## src/rtl/rng_prefetch_fifo.sv

```systemverilog
// Prefetch FIFO between simplerng and the iomem bus: a fill FSM keeps up to 2**DEPTH_LOG2 words ready.
// Bus accesses always ack one cycle after acceptance; RNG stalls only slow the refill, never the bus.
`timescale 1ns/1ps
module rng_prefetch_fifo #(
  parameter int unsigned DEPTH_LOG2 = 3,
  parameter int unsigned THRESH     = 4
) (
  input  logic                  clk,
  input  logic                  resetn,
  input  logic                  bus_valid,
  output logic                  bus_ready,
  input  logic [3:0]            bus_wstrb,
  input  logic [3:0]            bus_addr,
  input  logic [31:0]           bus_wdata,
  output logic [31:0]           bus_rdata,
  output logic                  rng_dat_re,
  output logic                  rng_dat_we,
  output logic [31:0]           rng_dat_di,
  input  logic [31:0]           rng_dat_do,
  input  logic                  rng_dat_wait,
  output logic [DEPTH_LOG2:0]   fifo_count,
  output logic                  irq
);

  localparam int unsigned DEPTH = 1 << DEPTH_LOG2;
  localparam logic [DEPTH_LOG2:0]   DEPTH_C  = (DEPTH_LOG2 + 1)'(DEPTH);
  localparam logic [DEPTH_LOG2:0]   THRESH_C = (DEPTH_LOG2 + 1)'(THRESH);
  localparam logic [DEPTH_LOG2:0]   CNT_ONE  = (DEPTH_LOG2 + 1)'(1);
  localparam logic [DEPTH_LOG2-1:0] PTR_ONE  = (DEPTH_LOG2)'(1);
  localparam logic [1:0] A_DATA   = 2'd0;
  localparam logic [1:0] A_STATUS = 2'd1;
  localparam logic [1:0] A_SEED   = 2'd2;

  typedef enum logic [1:0] {S_IDLE, S_FETCH, S_GAP} fill_state_e;

  fill_state_e              state_q;
  logic [31:0]              mem_q [DEPTH];
  logic [DEPTH_LOG2-1:0]    wr_ptr_q, wr_ptr_d;
  logic [DEPTH_LOG2-1:0]    rd_ptr_q, rd_ptr_d;
  logic [DEPTH_LOG2:0]      count_q, count_d;
  logic                     underflow_q, underflow_d;
  logic                     ready_q;
  logic [31:0]              rdata_q, rdata_d;
  logic                     re_q;
  logic                     we_q;
  logic [31:0]              di_q;
  logic                     irq_q;

  logic                     accept, is_wr, seed_wr, data_rd;
  logic                     empty, full, push, pop;
  logic [1:0]               reg_sel;
  logic [31:0]              seed_data;
  logic                     unused_addr;

  assign unused_addr = ^bus_addr[1:0];

  assign accept  = bus_valid && !ready_q;
  assign is_wr   = |bus_wstrb;
  assign reg_sel = bus_addr[3:2];
  assign seed_wr = accept && is_wr && (reg_sel == A_SEED);
  assign data_rd = accept && !is_wr && (reg_sel == A_DATA);
  assign empty   = (count_q == '0);
  assign full    = (count_q == DEPTH_C);
  assign pop     = data_rd && !empty;
  // A seed write flushes the FIFO, so it also swallows a word landing on the same edge.
  assign push    = (state_q == S_FETCH) && !seed_wr;

  always_comb begin
    seed_data = '0;
    for (int b = 0; b < 4; b++) begin
      if (bus_wstrb[b]) seed_data[8*b +: 8] = bus_wdata[8*b +: 8];
    end
  end

  always_comb begin
    rdata_d     = '0;
    underflow_d = underflow_q;
    if (accept && !is_wr) begin
      case (reg_sel)
        A_DATA: begin
          if (empty) begin
            rdata_d     = '1;
            underflow_d = 1'b1;
          end else begin
            rdata_d = mem_q[rd_ptr_q];
          end
        end
        A_STATUS: begin
          rdata_d     = {21'b0, underflow_q, full, empty, 8'(count_q)};
          underflow_d = 1'b0;
        end
        default: rdata_d = '0;
      endcase
    end
  end

  always_comb begin
    wr_ptr_d = wr_ptr_q;
    rd_ptr_d = rd_ptr_q;
    count_d  = count_q;
    if (seed_wr) begin
      wr_ptr_d = '0;
      rd_ptr_d = '0;
      count_d  = '0;
    end else begin
      if (push) wr_ptr_d = wr_ptr_q + PTR_ONE;
      if (pop)  rd_ptr_d = rd_ptr_q + PTR_ONE;
      if (push && !pop)      count_d = count_q + CNT_ONE;
      else if (pop && !push) count_d = count_q - CNT_ONE;
    end
  end

  // Fill FSM: IDLE decides, FETCH strobes the RNG and captures, GAP lets rng_dat_wait settle.
  always_ff @(posedge clk) begin
    if (!resetn) begin
      state_q <= S_IDLE;
      re_q    <= 1'b0;
    end else begin
      re_q <= 1'b0;
      if (seed_wr) begin
        state_q <= S_IDLE;
      end else begin
        case (state_q)
          S_IDLE: begin
            if (!full && !rng_dat_wait) begin
              state_q <= S_FETCH;
              re_q    <= 1'b1;
            end
          end
          S_FETCH: state_q <= S_GAP;
          default: state_q <= S_IDLE;
        endcase
      end
    end
  end

  always_ff @(posedge clk) begin
    if (resetn && push) mem_q[wr_ptr_q] <= rng_dat_do;
  end

  always_ff @(posedge clk) begin
    if (!resetn) begin
      wr_ptr_q    <= '0;
      rd_ptr_q    <= '0;
      count_q     <= '0;
      underflow_q <= 1'b0;
      ready_q     <= 1'b0;
      rdata_q     <= '0;
      we_q        <= 1'b0;
      di_q        <= '0;
      irq_q       <= 1'b0;
    end else begin
      wr_ptr_q    <= wr_ptr_d;
      rd_ptr_q    <= rd_ptr_d;
      count_q     <= count_d;
      underflow_q <= underflow_d;
      ready_q     <= accept;
      rdata_q     <= rdata_d;
      we_q        <= seed_wr;
      if (seed_wr) di_q <= seed_data;
      irq_q       <= (count_d >= THRESH_C);
    end
  end

  assign bus_ready  = ready_q;
  assign bus_rdata  = rdata_q;
  assign rng_dat_re = re_q;
  assign rng_dat_we = we_q;
  assign rng_dat_di = di_q;
  assign fifo_count = count_q;
  assign irq        = irq_q;

endmodule

```

## config.mk

```make
export PLATFORM = sky130hd
export DESIGN_NAME = rng_prefetch_fifo
export DESIGN_NICKNAME = d
export VERILOG_FILES = /design/src/rtl/rng_prefetch_fifo.sv
export SDC_FILE = /design/constraint.sdc
export NUM_CORES = 1
export LEC_CHECK = 0
export BUFFER_PORTS_ARGS = -buffer_cell sky130_fd_sc_hd__buf_2
export CAP_MARGIN = 30
export CORE_MARGIN = 8
export CORE_UTILIZATION = 45
export DETAILED_ROUTE_END_ITERATION = 8
export REMOVE_ABC_BUFFERS = 1
export SLEW_MARGIN = 30
export SYNTH_ARGS = -nofsm -noshare
export SYNTH_HDL_FRONTEND = slang
export SYNTH_SLANG_ARGS = --single-unit
```

## constraint.sdc

```tcl
create_clock -name clk -period 7.21 [get_ports clk]
set_input_delay 2.163 -clock clk [delete_from_list [all_inputs] [get_ports clk]]
set_output_delay 2.163 -clock clk [all_outputs]
set_load 0.005 [all_outputs]
```

# After elaboration in Yosys (flattened, before gate mapping)
# Memories as Yosys holds them, arrays and structs flattened. A register that Yosys moved wholly into a read port is not among the register bits.
# Cells that the tools add are included.
# Widths: inputs -> output; s select.
[totals]
output_inout_bits = 72
ramBits = 256
n_memories = 1
regBits = 81
word_cells = 71
[memory_table]
columns = ["name", "words", "width", "rd", "rd_clocked_by_memory_dff", "wr", "line", "source"]
rows = [
  ["mem_q", 8, 32, 1, 1, 1, "37", "logic [31:0] mem_q [DEPTH];"],
]
[op_classes]
addsub = 4
eq_ne = 6
reduce_logical = 28
bitwise_logic = 2
n_lt_le_gt_ge = 1
muxes = 18
[ops]
columns = ["cell", "n"]
rows = [
  ["$pmux 32 s2", 1],
  ["$mux 32", 1],
  ["$mux 8", 4],
  ["$mux 4", 3],
  ["$logic_and 1x1->1", 11],
  ["$logic_not 1->1", 8],
  ["$add 3x1->3 const B", 2],
  ["$mux 3", 2],
  ["$add 4x1->4 const B", 1],
  ["$eq 2x1->1 const B", 2],
  ["$eq 4x4->1 const B", 1],
  ["$ge 4x3->1 const B", 1],
  ["$logic_not 2->1", 2],
  ["$logic_not 4->1", 1],
  ["$mux 1", 4],
  ["$ne 2x2->1 const B", 2],
  ["$pmux 2 s2", 1],
  ["$reduce_or 4->1", 1],
  ["$sub 4x1->4 const B", 1],
  ["$reduce_and 3->1", 1],
  ["$reduce_or 3->1", 1],
  ["$eq 2x2->1 const B", 1],
  ["$mux 2", 1],
  ["$not 1->1", 2],
  ["4 further kinds", 4],
]

# Longest topological paths before layout
# Gate-level depths: netlist of the first run.
[depth]
ltp_word = 12
depth_mapped = 7
depth_no_buf = 7

# Worst setup path after synthesis of the first run
# Ideal clock, no wire load.
[synth_timing]
kind = "input -> register"
startpoint = "in bus_wstrb[3]"
endpoint = "mem mem_q[2][0], enable pin"
path_stages = 6
path_buffers = 1
path_slack_ns = 1.190
arrival_ns = 5.559
required_time_ns = 6.749
cell_sequence = "o41ai_1 o21ai_0 clkbuf_1 nor2_1 nand2_1 nor3_1"
[synth_between]
elab_chain_len = 8
[synth_rtl]
columns = ["item", "line", "source"]
rows = [
  ["start: declaration", "12", "input logic [3:0] bus_wstrb,"],
  ["$reduce_or 4->1", "58", "assign is_wr = |bus_wstrb;"],
  ["$logic_and 1x1->1 (2 in a row)", "60", "assign seed_wr = accept && is_wr && (reg_sel == A_SEED);"],
  ["$logic_not 1->1", "66", "assign push = (state_q == S_FETCH) && !seed_wr;"],
  ["$logic_and 1x1->1", "66", ""],
  ["$logic_and 1x1->1", "138", "if (resetn && push) mem_q[wr_ptr_q] <= rng_dat_do;"],
  ["$mux 1", "138", ""],
  ["$mux 1 (implied by the code)", "138", ""],
  ["end: declaration", "37", ""],
]
# Every way passes these cells.

# Final worst setup path of the first run
[layout_timing]
startpoint = "in bus_wstrb[3]"
endpoint = "mem mem_q[1][0], enable pin"
# The elaborated chain is that of the path after synthesis.

==> results of run 1 <==
[state kept, by name, indices dropped and copies added (netlist names), named ones only]
signal	flops
bus_rdata	32
bus_ready	1
fifo_count	4
irq	1
mem_q	256
rd_ptr_q	3
rng_dat_di	32
rng_dat_re	1
rng_dat_we	1
state_q	2
underflow_q	1
wr_ptr_q	3
[area by class of cell]
class	instances	area, um^2
clock inverters	10	105.1
clock buffers	55	994.7
multi-input cells	253	2880
repair buffers	161	869.6
flip-flops and latches	340	9378
inverters	4	15.01
fillers	2091	12280
well taps	341	426.7
diodes	1	2.502
[cells in the mapped netlist, drive strengths merged, types with 3 or more instances]
library cell and number:
buf 16, a21oi 32, a21o 6, inv 4, nor2 19, ha 5
and3 3, xnor2 4, o21ai 3, and2 4, nand3 3, a22o 32
nor3 5, mux4 64, mux2i 35, nand2 9, clkbuf 18, edfxtp 256
dfxtp 84, nand2b 5
[metal layers]
layer / part of all wire / up-vias / global-route usage
li1: - / 2887 / -
met1: 0.44 / 3260 / 0.2010
met2: 0.49 / 185 / 0.2701
met3: 0.059 / 33 / 0.04012
met4: 0.012 / 4 / 0.03477
met5: 0.00083 / - / 0
[power by group through the flow]
stage / sequential (mW) / clock [mW] / combinational [mW]
after CTS: 2.13 / 1.75 / 0.119
after detailed placement: 2.17 / 0 / 0.119
after floorplan: 2.17 / 0 / 0.0471
after global placement: 2.17 / 0 / 0.113
after global routing: 2.13 / 1.83 / 0.131
final: 2.13 / 1.71 / 0.119
[how the worst max path moves through the flow]
stage,startpoint,end,slack [ps],depth (start not counted)
final,bus_wstrb[3],mem_q[1][0],2480,7
after global routing,bus_wstrb[3],mem_q[1][0],2260,7
after CTS,bus_wstrb[3],mem_q[1][0],2430,7
after detailed placement,bus_wstrb[3],mem_q[1][6],1900,7
after global placement,bus_wstrb[3],mem_q[1][6],1940,7
after floorplan,bus_wstrb[3],mem_q[0][0],920,4
[kinds of logic (layout without fill, tap and decap cells)]
logic type	count (synthesis)	after routing	share of synthesized area
compound gates	82	82	0.04679
xor+xnor	5	5	0.003545
mux	99	99	0.1450
simple gates	62	62	0.02795
flops	340	340	0.7584
other cells	0	1	0
buf+inv	38	230	0.01327
fa+ha+maj	5	5	0.005064
==> results.cfg, run 1 <==
[outcome]
status = complete, no violations

[clocking]
cts_buffers = 36
cts_root_buf = clkbuf_16
path_clk_slew_ps = 60
clock-sinks = 340
cts-htree-levels = 2
clockBufferDepth = 3
post_cts_resized = 0
post_cts_buffers = 0
insertion_delay_ps = 510
cts_tree = yes
hold_buffers = 0

[setup_path]
cp_slowest_stage_delay_ps = 780
required_ps = 7410
r2r_start = bus_ready
reg2reg_depth = 6
path_class = in -> reg
critical_path.top_delay_family = simple AND/OR/NAND/NOR gates
cp-end-kind = flip-flop
path_buf_inv = 3
crit_top_cell = buf_4
crit_fanout = 21
slowest_stage = o41ai_1
r2r-end = mem_q[1][0]
path_cells = buf_2 -> o41ai_1 -> o21ai_0 -> buf_4 -> or3_1 -> nor2_4 -> buf_4
rrSetupSlack_ps = 4380
critPathArrivalTime_ps = 4940
critPathLaunchType = input pin

[routing]
drcViolationCount = 0
drt-initial-drc-count = 402
drt-pass1-iter-count = 6
routed_wirelength_um = 26460
vias = 6369
vias_per_cell = 5.467
wl_per_cell_um = 22.71
drtAntennaViolNets = 0

[hold_path]
hp-class = reg -> reg
min_path_cells = 1
hp-start = bus_ready
whs_endpoint = bus_ready

[finish]
drive_above_1_share = 0.3487
area_growth_pct = 18.76
final_common_cell = edfxtp_1
fin_cells = 1165
nNetsFinal = 877
post-route-util = 0.5444
stdcell_area_mm2 = 0.01467
final_cell_mix = edfxtp_1 (256), buf_2 (145), dfxtp_1 (81)

[pwr]
design_power_total_mw = 3.960
ir_worst_vdd_mv = 0.1692
p_switching_uw = 775.6
p_seq_frac = 0.537
powerDensity_mw_per_mm2 = 269.9
switching_share = 0.1958
intPower_mw = 3.185
pwr-share-clk = 0.433
pwr-share-comb = 0.030
p_leak_nw = 5.127

[logic_synthesis]
synth_top_area_share = 0.6222
ys_seq_area_frac = 0.7584
ys.flop_type = edfxtp_1
synth_area_leaders = edfxtp_1 (62%), dfxtp_1 (14%), mux4_2 (12%)
netlist_instances = 631
ys_types = 42
ys_ff_latch = 340
avgSynthCellArea_um2 = 19.58
synth_edf_count = 256
yosys_warnings = 0
yosys.area.top_type = edfxtp_1
synthesis.area_mm2 = 0.01235
async_flop_share = 0

[placement]
place_ws_ps = 1904
hpwl_um = 15630
place.gp.congestion = 0.8312
io_buffers = 145
dp.cells = 1098
dpl_cell_area_mm2 = 0.01354

[timing]
tns_ps = 0
tightest_slew_ps = 848.4
max_slew_margin = 0.4331
hold_slack_ps = 469.7
layout_setup_ws_ps = 2475
drv_slew = 0
timing.final.crit_period_ps = 4735
rsz0062_at_grt = false
final_hold_viol_count = 0
fmaxAchievable_mhz = 211.2
fin_skew_ps = 17.98
finalSetupViolCount = 0
fin_crit_sh = 0.6567

[grt]
grt.total_usage = 0.1582
grt_max_degree = 65
grt-ovfl-total = 0
grt_pass1_wl_um = 40430
grt_pass1_vias = 6848
antenna_found_initial = 3

[floorplanning]
fp-row-count = 60
initial_core_util = 0.4584
die_area_mm2 = 0.03301
die_y_um = 181.7
io_pins = 148
die_w_um = 181.7
core_mm2 = 0.02695

[job]
drv_cap = 0
Note: power is estimated with default switching activity, not from simulation.
==> inputs of run 2 (changes only) <==
==> constraint.sdc (replaced) <==
create_clock -name clk -period 4.9 [get_ports clk]
set_input_delay 1.47 -clock clk [delete_from_list [all_inputs] [get_ports clk]]
set_output_delay 1.47 -clock clk [all_outputs]
set_load 0.005 [all_outputs]
==> results.cfg, run 2 (synthesized netlist as in run 1, its figures left out) <==
[outcome]
status = complete, no violations

[timing]
hold_slack_ps = 468.6
final_hold_viol_count = 0
drv_slew = 0
max_slew_margin = 0.3829
fin_crit_sh = 0.7627
fin_skew_ps = 15.94
tightest_slew_ps = 923.5
finalSetupViolCount = 0
rsz0062_at_grt = false
fmaxAchievable_mhz = 267.6
timing.final.crit_period_ps = 3737

[routing]
drt-pass1-iter-count = 6
drt-initial-drc-count = 336
drtAntennaViolNets = 0
routed_wirelength_um = 26540
vias_per_cell = 5.451
vias = 6388
wl_per_cell_um = 22.65
drcViolationCount = 0

[finish]
n_antenna_cell = 0
largest_reg_flops = 256
nNetsFinal = 883
num-fill-cells = 2077
final_common_cell = edfxtp_1
final_cell_mix = edfxtp_1 (256), buf_2 (145), dfxtp_1 (81)
top_register = mem_q
fin_cells = 1172
area_growth_pct = 20.84
drive_above_1_share = 0.3634

[floorplanning]
initial_core_util = 0.4584
io_pins = 148
die_y_um = 181.7
core_mm2 = 0.02695
fp-row-count = 60
die_w_um = 181.7
die_area_mm2 = 0.03301

[placement]
io_buffers = 145
dp.cells = 1102
hpwl_um = 16280
place.gp.congestion = 0.8270

[grt]
grt_pass1_wl_um = 40570
grt_pass1_vias = 6928
grt_max_degree = 65
antenna_found_initial = 4
grt-ovfl-total = 0
grt.total_usage = 0.1601

[setup_path]
required_ps = 5120
crit_fanout = 24
critPathLaunchType = input pin
path_class = in -> reg
cp-end-kind = flip-flop
critPathArrivalTime_ps = 3950

[pwr]
p_leak_nw = 5.233
ir_worst_vdd_mv = 0.2513
powerDensity_mw_per_mm2 = 402.2

[clocking]
insertion_delay_ps = 520
cts_tree = yes
hold_buffers = 0
post_cts_buffers = 0
path_clk_slew_ps = 60
clock-sinks = 340
post_cts_resized = 0
cts_buffers = 37
clockBufferDepth = 3
cts-htree-levels = 2
cts_root_buf = clkbuf_16

[hold_path]
hp-class = reg -> reg

[job]
drv_cap = 0
==> run 2: per-stage QoR <==
stage	instance area, um^2	setup slack, ps	util	power [mW]	setup TNS, ps
2_1_floorplan	12210	-700.0	-	3.260	-39840
6_report	14930	1163	0.5539	6.004	0
5_1_grt	14930	1045	0.5539	6.206	0
3_3_place_gp	13530	546.4	0.5019	3.353	0
3_5_place_dp	13660	598.3	0.5068	3.364	0
4_1_cts	14880	1120	0.5521	6.077	0
==> run 2: cell type report <==
class                           count  area, um^2  share of cell area
Clock buffer                       58        1106             0.07409
Clock inverter                     10       113.9            0.007627
Inverter                            4       15.01            0.001006
Multi-Input combinational cell    253        2882              0.1930
Sequential cell                   340        9378              0.6281
Tap cell                          341       426.7             0.02858
Timing Repair Buffer              166        1008             0.06755
==> run 2: power breakdown <==
| part | total, mW | internal [mW] | switching, mW |
|---|---|---|---|
| clock network | 2.70 | 1.62 | 1.08 |
| registers | 3.13 | 3.11 | 0.0141 |
| logic | 0.177 | 0.0632 | 0.113 |
==> run 2: worst max-delay path, cell delays in order <==
cell and delay (ps):
buf_2 120, o41ai_1 570, o21ai_0 240, nor2_1 170
nand2_1 240, nor2_4 800, buf_4 340
==> run 2: per-layer routing <==
layer | global-route usage | wire length [um] | up-vias | part of all wire
met5 | 0 | 47 | - | 0.0018
met3 | 0.03952 | 1698 | 49 | 0.064
met1 | 0.2030 | 11470 | 3217 | 0.43
li1 | - | - | 2903 | -
met2 | 0.2706 | 12760 | 211 | 0.48
met4 | 0.04460 | 567 | 8 | 0.021
==> run 2: final timing paths <==
path                                    from       endpoint  slack, ps  cells after the start
worst min register to register   underflow_q  bus_rdata[10]        470                      1
worst min-delay path             underflow_q  bus_rdata[10]        470                      1
worst max register to register     bus_ready   mem_q[6][29]       2160                      6
worst max-delay path            bus_wstrb[3]   mem_q[6][29]       1160                      7
